--- src/rtl/uart_frame_io_wrapper_if.sv ---
// Bundles the UART byte-stream side and the compute-core frame side of
// uart_frame_io_wrapper. master = the wrapper, slave = the surrounding environment.
interface uart_frame_io_wrapper_if #(
  parameter int InputBytes  = 1,
  parameter int OutputBytes = 1
);
  logic [7:0]               rx_byte;
  logic                     rx_byte_valid;
  logic [7:0]               tx_byte;
  logic                     tx_byte_valid;
  logic                     tx_byte_ready;
  logic                     clear_to_send_out_n;
  logic [8*InputBytes-1:0]  flat_input;
  logic                     flat_input_valid;
  logic                     flat_input_ready;
  logic [8*OutputBytes-1:0] flat_output;
  logic                     flat_output_valid;
  logic                     flat_output_ready;
  logic                     frame_error;
  logic                     overrun_error;

  modport master (
    input  rx_byte, rx_byte_valid, tx_byte_ready, flat_input_ready,
           flat_output, flat_output_valid,
    output tx_byte, tx_byte_valid, clear_to_send_out_n, flat_input,
           flat_input_valid, flat_output_ready, frame_error, overrun_error
  );

  modport slave (
    output rx_byte, rx_byte_valid, tx_byte_ready, flat_input_ready,
           flat_output, flat_output_valid,
    input  tx_byte, tx_byte_valid, clear_to_send_out_n, flat_input,
           flat_input_valid, flat_output_ready, frame_error, overrun_error
  );
endinterface

--- src/rtl/uart_frame_io_wrapper.sv ---
// Assembles multi-byte UART frames for a compute core and serialises its result
// back out LSB byte first, with inter-byte timeout resync and overrun reporting.
module uart_frame_io_wrapper #(
  parameter int InputBytes    = 1,
  parameter int OutputBytes   = 1,
  parameter int TimeoutClocks = 0
) (
  input  logic                   clk,
  input  logic                   rst,
  uart_frame_io_wrapper_if.master bus
);
  localparam int MaxBytes = (InputBytes > OutputBytes) ? InputBytes : OutputBytes;
  localparam int IdxW     = (MaxBytes > 1) ? $clog2(MaxBytes) : 1;
  localparam int TmrW     = (TimeoutClocks > 1) ? $clog2(TimeoutClocks) : 1;
  localparam logic [IdxW-1:0] LastIn  = IdxW'(InputBytes - 1);
  localparam logic [IdxW-1:0] LastOut = IdxW'(OutputBytes - 1);
  localparam logic [IdxW-1:0] IdxOne  = IdxW'(1);
  localparam logic [TmrW-1:0] TmrLast = TmrW'((TimeoutClocks > 0) ? TimeoutClocks - 1 : 0);
  localparam logic [TmrW-1:0] TmrOne  = TmrW'(1);

  typedef enum logic [1:0] {ST_RX, ST_ISSUE, ST_WAIT, ST_TX} state_t;

  state_t                   state_reg, state_next;
  logic [IdxW-1:0]          byte_idx_reg, byte_idx_next;
  logic [TmrW-1:0]          timer_reg, timer_next;
  logic [8*InputBytes-1:0]  flat_input_reg, flat_input_next;
  logic                     flat_input_valid_reg, flat_input_valid_next;
  logic                     flat_output_ready_reg, flat_output_ready_next;
  logic [8*OutputBytes-1:0] tx_shift_reg, tx_shift_next;
  logic                     tx_valid_reg, tx_valid_next;
  logic                     cts_n_reg, cts_n_next;
  logic                     frame_error_reg, frame_error_next;
  logic                     overrun_error_reg, overrun_error_next;

  always_comb begin
    state_next             = state_reg;
    byte_idx_next          = byte_idx_reg;
    timer_next             = timer_reg;
    flat_input_next        = flat_input_reg;
    flat_input_valid_next  = flat_input_valid_reg;
    flat_output_ready_next = flat_output_ready_reg;
    tx_shift_next          = tx_shift_reg;
    tx_valid_next          = tx_valid_reg;
    frame_error_next       = 1'b0;
    overrun_error_next     = 1'b0;

    case (state_reg)
      ST_RX: begin
        if (bus.rx_byte_valid) begin
          // A strobe always wins over a simultaneous timeout expiry.
          flat_input_next[8*byte_idx_reg +: 8] = bus.rx_byte;
          timer_next = '0;
          if (byte_idx_reg == LastIn) begin
            byte_idx_next         = '0;
            flat_input_valid_next = 1'b1;
            state_next            = ST_ISSUE;
          end else begin
            byte_idx_next = byte_idx_reg + IdxOne;
          end
        end else if (TimeoutClocks > 0 && byte_idx_reg != '0) begin
          if (timer_reg == TmrLast) begin
            byte_idx_next    = '0;
            timer_next       = '0;
            frame_error_next = 1'b1;
          end else begin
            timer_next = timer_reg + TmrOne;
          end
        end
      end
      ST_ISSUE: begin
        if (bus.flat_input_ready) begin
          flat_input_valid_next  = 1'b0;
          flat_output_ready_next = 1'b1;
          state_next             = ST_WAIT;
        end
      end
      ST_WAIT: begin
        if (bus.flat_output_valid) begin
          tx_shift_next          = bus.flat_output;
          tx_valid_next          = 1'b1;
          flat_output_ready_next = 1'b0;
          state_next             = ST_TX;
        end
      end
      ST_TX: begin
        if (bus.tx_byte_ready) begin
          tx_shift_next = tx_shift_reg >> 8;
          if (byte_idx_reg == LastOut) begin
            byte_idx_next = '0;
            tx_valid_next = 1'b0;
            state_next    = ST_RX;
          end else begin
            byte_idx_next = byte_idx_reg + IdxOne;
          end
        end
      end
      default: state_next = ST_RX;
    endcase

    // Bytes arriving while the frame is in flight cannot be buffered.
    if (bus.rx_byte_valid && state_reg != ST_RX) begin
      overrun_error_next = 1'b1;
    end

    cts_n_next = (state_next != ST_RX);
  end

  always_ff @(posedge clk) begin
    if (rst) begin
      state_reg             <= ST_RX;
      byte_idx_reg          <= '0;
      timer_reg             <= '0;
      flat_input_reg        <= '0;
      flat_input_valid_reg  <= 1'b0;
      flat_output_ready_reg <= 1'b0;
      tx_shift_reg          <= '0;
      tx_valid_reg          <= 1'b0;
      cts_n_reg             <= 1'b0;
      frame_error_reg       <= 1'b0;
      overrun_error_reg     <= 1'b0;
    end else begin
      state_reg             <= state_next;
      byte_idx_reg          <= byte_idx_next;
      timer_reg             <= timer_next;
      flat_input_reg        <= flat_input_next;
      flat_input_valid_reg  <= flat_input_valid_next;
      flat_output_ready_reg <= flat_output_ready_next;
      tx_shift_reg          <= tx_shift_next;
      tx_valid_reg          <= tx_valid_next;
      cts_n_reg             <= cts_n_next;
      frame_error_reg       <= frame_error_next;
      overrun_error_reg     <= overrun_error_next;
    end
  end

  assign bus.tx_byte             = tx_shift_reg[7:0];
  assign bus.tx_byte_valid       = tx_valid_reg;
  assign bus.clear_to_send_out_n = cts_n_reg;
  assign bus.flat_input          = flat_input_reg;
  assign bus.flat_input_valid    = flat_input_valid_reg;
  assign bus.flat_output_ready   = flat_output_ready_reg;
  assign bus.frame_error         = frame_error_reg;
  assign bus.overrun_error       = overrun_error_reg;
endmodule

--- src/flat_wrapper.sv ---
// flat-port wrapper written by rule: the top's interface ports become plain ports
module uart_frame_io_wrapper_flat 
#(
  parameter int InputBytes    = 1,
  parameter int OutputBytes   = 1,
  parameter int TimeoutClocks = 0
)
  (clk, rst, bus_rx_byte, bus_rx_byte_valid, bus_tx_byte_ready, bus_flat_input_ready, bus_flat_output, bus_flat_output_valid, bus_tx_byte, bus_tx_byte_valid, bus_clear_to_send_out_n, bus_flat_input, bus_flat_input_valid, bus_flat_output_ready, bus_frame_error, bus_overrun_error);
  uart_frame_io_wrapper_if #(.InputBytes(InputBytes), .OutputBytes(OutputBytes)) bus_i ();
  input  logic clk;
  input  logic rst;
  input wire logic [$bits(bus_i.rx_byte)-1:0] bus_rx_byte;
  input wire logic [$bits(bus_i.rx_byte_valid)-1:0] bus_rx_byte_valid;
  input wire logic [$bits(bus_i.tx_byte_ready)-1:0] bus_tx_byte_ready;
  input wire logic [$bits(bus_i.flat_input_ready)-1:0] bus_flat_input_ready;
  input wire logic [$bits(bus_i.flat_output)-1:0] bus_flat_output;
  input wire logic [$bits(bus_i.flat_output_valid)-1:0] bus_flat_output_valid;
  output wire logic [$bits(bus_i.tx_byte)-1:0] bus_tx_byte;
  output wire logic [$bits(bus_i.tx_byte_valid)-1:0] bus_tx_byte_valid;
  output wire logic [$bits(bus_i.clear_to_send_out_n)-1:0] bus_clear_to_send_out_n;
  output wire logic [$bits(bus_i.flat_input)-1:0] bus_flat_input;
  output wire logic [$bits(bus_i.flat_input_valid)-1:0] bus_flat_input_valid;
  output wire logic [$bits(bus_i.flat_output_ready)-1:0] bus_flat_output_ready;
  output wire logic [$bits(bus_i.frame_error)-1:0] bus_frame_error;
  output wire logic [$bits(bus_i.overrun_error)-1:0] bus_overrun_error;
  assign bus_i.rx_byte = bus_rx_byte;
  assign bus_i.rx_byte_valid = bus_rx_byte_valid;
  assign bus_i.tx_byte_ready = bus_tx_byte_ready;
  assign bus_i.flat_input_ready = bus_flat_input_ready;
  assign bus_i.flat_output = bus_flat_output;
  assign bus_i.flat_output_valid = bus_flat_output_valid;
  assign bus_tx_byte = bus_i.tx_byte;
  assign bus_tx_byte_valid = bus_i.tx_byte_valid;
  assign bus_clear_to_send_out_n = bus_i.clear_to_send_out_n;
  assign bus_flat_input = bus_i.flat_input;
  assign bus_flat_input_valid = bus_i.flat_input_valid;
  assign bus_flat_output_ready = bus_i.flat_output_ready;
  assign bus_frame_error = bus_i.frame_error;
  assign bus_overrun_error = bus_i.overrun_error;
  uart_frame_io_wrapper #(.InputBytes(InputBytes), .OutputBytes(OutputBytes), .TimeoutClocks(TimeoutClocks)) u_core (.clk(clk), .rst(rst), .bus(bus_i));
endmodule
--- config.mk ---
export PLATFORM = sky130hd
export DESIGN_NAME = uart_frame_io_wrapper_flat
export DESIGN_NICKNAME = d
export VERILOG_FILES = /design/src/rtl/uart_frame_io_wrapper_if.sv /design/src/rtl/uart_frame_io_wrapper.sv /design/src/flat_wrapper.sv
export SDC_FILE = /design/constraint.sdc
export NUM_CORES = 1
export LEC_CHECK = 0
export CORE_ASPECT_RATIO = 0.8
export CORE_MARGIN = 2
export CORE_UTILIZATION = 41
export DETAILED_ROUTE_END_ITERATION = 8
export GPL_TIMING_DRIVEN = 0
export PLACE_DENSITY = 0.82
export SETUP_SLACK_MARGIN = 0.05
export SYNTH_ARGS = -nofsm -noshare
export SYNTH_HDL_FRONTEND = slang
export SYNTH_SLANG_ARGS = --single-unit
--- constraint.sdc ---
create_clock -name clk -period 2.5 [get_ports clk]
set_clock_uncertainty 0.15 [all_clocks]
set_input_delay 0.5 -clock clk [delete_from_list [all_inputs] [get_ports clk]]
set_output_delay 0.5 -clock clk [all_outputs]
set_load 0.01 [all_outputs]
==> load_flow_metrics.sql, run 1 <==
INSERT INTO impl_metrics (metric_group, metric, value, unit) VALUES
('run_status', 'outcome', 'completed', ''),
('cells_and_area', 'area_growth_from_synthesis_to_layout', '53.4', '%'),
('floorplan', 'initial_core_util', '44.9', '%'),
('setup_path', 'critical_path.endpoint', 'bus_tx_byte_valid', ''),
('timing', 'clock.fmax', '534', 'MHz'),
('grt', 'grt_overflow', '0', ''),
('timing', 'setup-violations-final', '0', ''),
('cells_and_area', 'fraction_of_final_layout_cells_sized_beyond_drive_strength_1', '8.53', '%'),
('timing', 'hold_violations', '0', ''),
('synthesis', 'sequential_fraction_of_the_synthesis_area', '52.7', '%'),
('synthesis', 'mappedNetlistArea', '873', 'sq um'),
('setup_path', 'peak_fanout_along_the_critical_path', '3', ''),
('routing', 'dr.first_iter.drc_count', '13', ''),
('setup_path', 'slowest_stage', 'sky130_fd_sc_hd__clkdlybuf4s50_1', ''),
('routing', 'firstDrtPassIters', '4', ''),
('clocking', 'clk-insertion-delay-late', '300', 'ps'),
('timing', 'slew_viol_final', '0', ''),
('grt', 'largest_net_degree_at_the_start_of_global_routing', '13', ''),
('setup_path', 'worst_path_dominant_cell_family', 'buffers and inverters', ''),
('timing', 'fin_tns_setup', '0', 'ps'),
('setup_path', 'arrival', '1220', 'ps'),
('timing', 'rsz0062_at_grt', 'no', ''),
('clocking', 'clk_pin_slew_worst_setup_hold_paths', '120', 'ps'),
('setup_path', 'timing.critical_path.required', '1850', 'ps'),
('synthesis', 'synth_cells', '84', ''),
('grt', 'grt_use_total', '17.0', '%'),
('min_path', 'hold_class', 'in2reg', ''),
('power_and_ir_drop', 'leakage', '0.527', 'nW'),
('clocking', 'number_of_gates_resized_after_cts', '0', ''),
('synthesis', 'synth-warning-count', '0', ''),
('grt', 'vias_in_the_first_global_route', '753', ''),
('placement', 'gp_congestion', '0.846', ''),
('routing', 'drt_drc', '0', ''),
('placement', 'placement.io_buffers', '41', ''),
('setup_path', 'setup.worst_path.start_class', 'flip-flop', ''),
('setup_path', 'r2r_cells', '3', ''),
('routing', 'wirelength', '1970', 'um'),
('clocking', 'cts_inserted_buffers', '3', ''),
('timing', 'timing.final.crit_share', '74.9', '%'),
('timing', 'whs', '338', 'ps'),
('grt', 'grt_first_pass_wirelength', '3330', 'um'),
('setup_path', 'rr_endpoint', 'u_core.bus.tx_byte[0]$_SDFFE_PP0P_', ''),
('power_and_ir_drop', 'power-per-cell-area', '557', 'mW/mm^2'),
('cells_and_area', 'seqCellArea', '460', 'sq um'),
('flow_run', 'cap_violations', '0', ''),
('clocking', 'clock-root-buffer', 'sky130_fd_sc_hd__clkbuf_4', ''),
('cells_and_area', 'layout_common_cells', '41 x sky130_fd_sc_hd__clkdlybuf4s50_1, 23 x sky130_fd_sc_hd__dfxtp_1, 12 x sky130_fd_sc_hd__nor2_1', ''),
('timing', 'finalWorstSetupSlack', '626', 'ps'),
('cells_and_area', 'total_inserted_antenna_cells', '0', ''),
('floorplan', 'coreArea', '0.00194', 'sq mm'),
('timing', 'post-route-min-period', '1870', 'ps'),
('cells_and_area', 'commonest_non_fill_non_tap_cell_in_the_layout', 'sky130_fd_sc_hd__clkdlybuf4s50_1', ''),
('routing', 'remaining_antenna_violation_count_after_routing', '0', ''),
('setup_path', 'critical_path.max_stage_delay', '540', 'ps'),
('setup_path', 'setup.worst_path.end_class', 'primary output', ''),
('placement', 'place_worst_setup_slack', '481', 'ps'),
('cells_and_area', 'num-nets-final', '152', ''),
('clocking', 'cts_hold_repair.buffers', '0', ''),
('cells_and_area', 'post_route_core_utilization', '68.9', '%'),
('setup_path', 'critical_path_class', 'reg2out', ''),
('setup_path', 'cells_traversed_along_the_worst_timing_path', 'clkdlybuf4s50_1', ''),
('cells_and_area', 'multiInputGateArea', '375', 'sq um'),
('clocking', 'tritoncts', 'built', ''),
('floorplan', 'die_height', '45.3', 'um'),
('routing', 'post_drt_wl_per_cell', '12.9', 'um'),
('clocking', 'htree_num_levels', '1', ''),
('clocking', 'post-cts-setup-buffer-count', '0', ''),
('setup_path', 'worstReg2RegStart', 'u_core.state_reg[0]$_SDFF_PP0_', ''),
('cells_and_area', 'num-fill-cells', '161', ''),
('setup_path', 'r2r_setup_slack', '1040', 'ps'),
('floorplan', 'fp-row-count', '14', '');
cell usage after synthesis:
library cell,instances,share of area (%)
sky130_fd_sc_hd__conb_1,1,0.43
sky130_fd_sc_hd__a2bb2oi_1,2,2.0
sky130_fd_sc_hd__nor3b_1,2,1.7
sky130_fd_sc_hd__nor2b_1,1,0.72
sky130_fd_sc_hd__nor3_2,1,1.1
sky130_fd_sc_hd__inv_1,1,0.43
sky130_fd_sc_hd__o21bai_1,1,0.86
sky130_fd_sc_hd__nor3_1,1,0.57
sky130_fd_sc_hd__a22o_1,8,8.0
sky130_fd_sc_hd__nand2b_1,1,0.72
sky130_fd_sc_hd__a21oi_1,5,2.9
sky130_fd_sc_hd__buf_4,2,1.7
sky130_fd_sc_hd__nand3b_1,1,0.86
sky130_fd_sc_hd__clkbuf_1,1,0.43
sky130_fd_sc_hd__dfxtp_1,23,53
sky130_fd_sc_hd__nand2_1,4,1.7
sky130_fd_sc_hd__mux2i_1,8,9.2
sky130_fd_sc_hd__o21ai_0,1,0.57
sky130_fd_sc_hd__a211o_1,1,1.0
sky130_fd_sc_hd__a21oi_4,1,1.9
sky130_fd_sc_hd__a311oi_1,1,1.0
sky130_fd_sc_hd__clkbuf_2,1,0.57
sky130_fd_sc_hd__mux2_4,1,1.7
sky130_fd_sc_hd__o211ai_1,1,0.86
sky130_fd_sc_hd__buf_2,2,1.1
sky130_fd_sc_hd__nor2_1,12,5.2
stage by stage:
stage	std cells	instance area, sq um	total power [W]
final	153	1340	0.000747
after global routing	153	1340	0.000789
after CTS	153	1340	0.000755
after detailed placement	149	1310	0.000590
after global placement	149	1310	0.000584
after floorplan	84	873	0.000500
worst min-delay path by stage:
stage,cells after the start,slack [ps],to,from
after global routing,2,330,u_core.state_reg[1]$_SDFF_PP0_,rst
after global placement,1,310,u_core.bus.tx_byte[4]$_SDFFE_PP0P_,u_core.bus.tx_byte[4]$_SDFFE_PP0P_
after CTS,2,330,u_core.state_reg[1]$_SDFF_PP0_,rst
after floorplan,2,360,u_core.bus.flat_input_valid$_SDFFE_PP0P_,u_core.bus.flat_input_valid$_SDFFE_PP0P_
final,2,340,u_core.state_reg[1]$_SDFF_PP0_,rst
after detailed placement,1,320,u_core.bus.tx_byte[2]$_SDFFE_PP0P_,u_core.bus.tx_byte[2]$_SDFFE_PP0P_
layer usage:
layer / track usage, % / share of wire (%)
met5: 0 / 0
met4: 1.46 / 0
met3: 6.59 / 8.3
met2: 31.0 / 50
met1: 20.0 / 42
layout make-up:
cell class | instances | share of cell area, %
Sequential cell | 23 | 34.4
Timing Repair Buffer | 41 | 30.6
Multi-Input combinational cell | 54 | 28.0
Buffer | 6 | 2.52
Tap cell | 24 | 2.24
Clock buffer | 4 | 1.96
Inverter | 1 | 0.280
logic make-up after synthesis:
logic type,after synthesis,share of synthesized area [%]
flops,23,52.7
simple gates,23,12.6
compound gates,21,19.1
mux,9,10.9
buf+inv,7,4.30
other cells,1,0.429
power by group:
group          internal, W  switching [W]  total [W]
Clock            0.0000622       0.000103   0.000165
Sequential        0.000391      0.0000175   0.000409
Combinational     0.000104      0.0000694   0.000173
Power figures use the tool's default switching activity.
==> run 2, diff against run 1 <==
--- a/config.mk
+++ b/config.mk
@@ -7,10 +7,10 @@
 export LEC_CHECK = 0
 export CORE_ASPECT_RATIO = 0.8
 export CORE_MARGIN = 2
-export CORE_UTILIZATION = 41
+export CORE_UTILIZATION = 35
 export DETAILED_ROUTE_END_ITERATION = 8
 export GPL_TIMING_DRIVEN = 0
-export PLACE_DENSITY = 0.82
+export PLACE_DENSITY = 0.74
 export SETUP_SLACK_MARGIN = 0.05
 export SYNTH_ARGS = -nofsm -noshare
 export SYNTH_HDL_FRONTEND = slang
==> constraint.sdc (replaced) <==
create_clock -name clk -period 1.65 [get_ports clk]
set_clock_uncertainty 0.15 [all_clocks]
set_input_delay 0.33 -clock clk [delete_from_list [all_inputs] [get_ports clk]]
set_output_delay 0.33 -clock clk [all_outputs]
set_load 0.01 [all_outputs]
==> run 2 against run 1 <==
Global-route usage decreased by 2.7 points; first-iteration DRC count increased by 100%; sequential share of layout area increased by 0.59 points; die area increased by 16%; combinational power increased by 37%; clock power increased by 48%; via count decreased by 4.7%; design area decreased by 1.7%.
==> load_flow_metrics.sql, run 2 (same netlist as run 1, synthesis figures left out) <==
INSERT INTO impl_metrics (metric_group, metric, value, unit) VALUES
('run_status', 'outcome', 'completed', ''),
('timing', 'finalWorstSetupSlack', '128', 'ps'),
('setup_path', 'critical_path_class', 'in2reg', ''),
('grt', 'vias_in_the_first_global_route', '706', ''),
('timing', 'timing.final.crit_share', '92.3', '%'),
('floorplan', 'coreArea', '0.00240', 'sq mm'),
('floorplan', 'floorplan.die.width', '59.9', 'um'),
('clocking', 'cts_inserted_buffers', '3', ''),
('setup_path', 'arrival', '1560', 'ps'),
('placement', 'dpl.hpwl', '1450', 'um'),
('cells_and_area', 'stdcell_count', '156', ''),
('timing', 'hold_violations', '0', ''),
('setup_path', 'cells_traversed_along_the_worst_timing_path', 'clkdlybuf4s50_1, nor3b_1, buf_4, mux2i_1, nor2_1', ''),
('routing', 'via_density_per_instance', '4.84', ''),
('clocking', 'htree_num_levels', '1', ''),
('timing', 'rsz0062_at_grt', 'no', ''),
('grt', 'grt_use_total', '14.2', '%'),
('clocking', 'cts_buffer_depth', '2', ''),
('cells_and_area', 'fraction_of_final_layout_cells_sized_beyond_drive_strength_1', '8.53', '%'),
('timing', 'post-route-min-period', '1520', 'ps'),
('floorplan', 'die-area', '0.00291', 'sq mm'),
('cells_and_area', 'commonest_non_fill_non_tap_cell_in_the_layout', 'sky130_fd_sc_hd__dfxtp_1', ''),
('clocking', 'tritoncts', 'built', ''),
('clocking', 'clk-insertion-delay-late', '300', 'ps'),
('min_path', 'hold_class', 'in2reg', ''),
('floorplan', 'fp-row-count', '16', ''),
('setup_path', 'timing.critical_path.required', '1680', 'ps'),
('clocking', 'clock-root-buffer', 'sky130_fd_sc_hd__clkbuf_4', ''),
('routing', 'firstDrtPassIters', '4', ''),
('setup_path', 'first_element_of_the_critical_path', 'bus_rx_byte_valid', ''),
('routing', 'wirelength', '1900', 'um'),
('min_path', 'hold_depth', '2', ''),
('setup_path', 'r2r_cells', '3', ''),
('setup_path', 'setup.worst_path.end_class', 'flip-flop', ''),
('setup_path', 'worstReg2RegStart', 'u_core.state_reg[0]$_SDFF_PP0_', ''),
('timing', 'slew_viol_final', '0', ''),
('setup_path', 'slowest_stage', 'sky130_fd_sc_hd__clkdlybuf4s50_1', ''),
('placement', 'place.detailed.instances', '152', ''),
('min_path', 'hold_start', 'rst', ''),
('setup_path', 'peak_fanout_along_the_critical_path', '8', ''),
('power_and_ir_drop', 'largest_voltage_drop_on_the_vdd_net', '433', 'uV'),
('routing', 'drt_drc', '0', ''),
('cells_and_area', 'area_growth_from_synthesis_to_layout', '50.9', '%'),
('grt', 'largest_net_degree_at_the_start_of_global_routing', '13', ''),
('grt', 'grt_overflow', '0', ''),
('floorplan', 'die_height', '48.7', 'um'),
('cells_and_area', 'total_inserted_antenna_cells', '0', ''),
('placement', 'placement.io_buffers', '41', ''),
('cells_and_area', 'num-nets-final', '152', ''),
('floorplan', 'ioPinCount', '44', ''),
('grt', 'antenna_found_initial', '0', ''),
('routing', 'remaining_antenna_violation_count_after_routing', '0', ''),
('power_and_ir_drop', 'leakage', '0.615', 'nW'),
('clocking', 'clk_pin_slew_worst_setup_hold_paths', '110', 'ps'),
('routing', 'post_drt_wl_per_cell', '12.2', 'um'),
('flow_run', 'cap_violations', '0', ''),
('floorplan', 'initial_core_util', '36.4', '%'),
('timing', 'clock.fmax', '657', 'MHz'),
('placement', 'gp_congestion', '0.837', ''),
('setup_path', 'critical_path.max_stage_delay', '540', 'ps'),
('routing', 'dr.first_iter.drc_count', '26', ''),
('cells_and_area', 'num-fill-cells', '238', ''),
('power_and_ir_drop', 'power-per-cell-area', '834', 'mW/mm^2'),
('clocking', 'clkSinkCount', '23', ''),
('placement', 'place_worst_setup_slack', '-189', 'ps'),
('timing', 'setup-violations-final', '0', ''),
('cells_and_area', 'layout_common_cells', '23 x sky130_fd_sc_hd__dfxtp_1, 21 x sky130_fd_sc_hd__dlygate4sd2_1, 20 x sky130_fd_sc_hd__clkdlybuf4s50_1', ''),
('setup_path', 'setup.worst_path.start_class', 'primary input', ''),
('routing', 'vias', '755', ''),
('grt', 'grt_first_pass_wirelength', '3230', 'um');
-- run 2: cell types whose count changed in the layout (fill, tap and decap cells not counted) --
cell / previous run / this run
sky130_fd_sc_hd__dlygate4sd2_1: 0 / 21
sky130_fd_sc_hd__clkdlybuf4s50_1: 41 / 20
-- run 2: per-layer routing --
metal	routed length, um	up-vias	GRT usage, %
li1	-	384	-
met1	853	338	18.2
met2	883	33	22.5
met3	164	0	6.15
met4	0	0	2.22
met5	0	-	0
-- run 2: final timing paths --
| path | endpoint | slack (ps) |
|---|---|---|
| max | u_core.bus.flat_input[4]$_SDFFE_PP0P_ | 130 |
| min | u_core.bus.flat_input_valid$_SDFFE_PP0P_ | 180 |
| max reg2reg | u_core.bus.tx_byte[5]$_SDFFE_PP0P_ | 230 |
| min reg2reg | u_core.bus.tx_byte[2]$_SDFFE_PP0P_ | 330 |
-- run 2: where the power goes --
part	internal [W]	leakage (nW)	switching, W	total (W)
registers	0.000592	0.188	0.0000239	0.000616
logic	0.000135	0.412	0.000102	0.000237
clock network	0.0000942	0.0150	0.000151	0.000245
-- run 2: metrics by stage --
step,total power [W],setup TNS (ps),util [%],hold WS (ps),instance area [sq um]
6_report,0.00110,0,54.8,178,1320
5_1_grt,0.00117,0,54.8,174,1320
4_1_cts,0.00112,0,54.8,165,1320
3_5_place_dp,0.000892,-2580,54.8,314,1320
3_3_place_gp,0.000886,-2400,54.8,310,1320
2_1_floorplan,0.000757,0,-,294,873
-- run 2: timing repair --
| item | CTS | global route |
|---|---|---|
| hold buffers | 0 | 0 |
| resized for setup | 21 | 0 |
| endpoints found under the setup margin | 21 | 0 |
| buffers inserted | 0 | 0 |
| endpoints found under the hold margin | 0 | 0 |
-- run 2: area by class of cell --
cell class | instances | area [sq um] | area share (%)
sequential | 23 | 460 | 34.9
timing repair buffer | 41 | 384 | 29.2
multi-input combinational | 54 | 375 | 28.5
buffer | 6 | 33.8 | 2.56
tap | 27 | 33.8 | 2.56
clock buffer | 4 | 26.3 | 1.99
inverter | 1 | 3.75 | 0.285
-- run 2: worst max-delay path: cells and delay by family --
kind	cells	cell delay [ps]
mux	1	200
buf+inv	2	760
simple gates	2	250
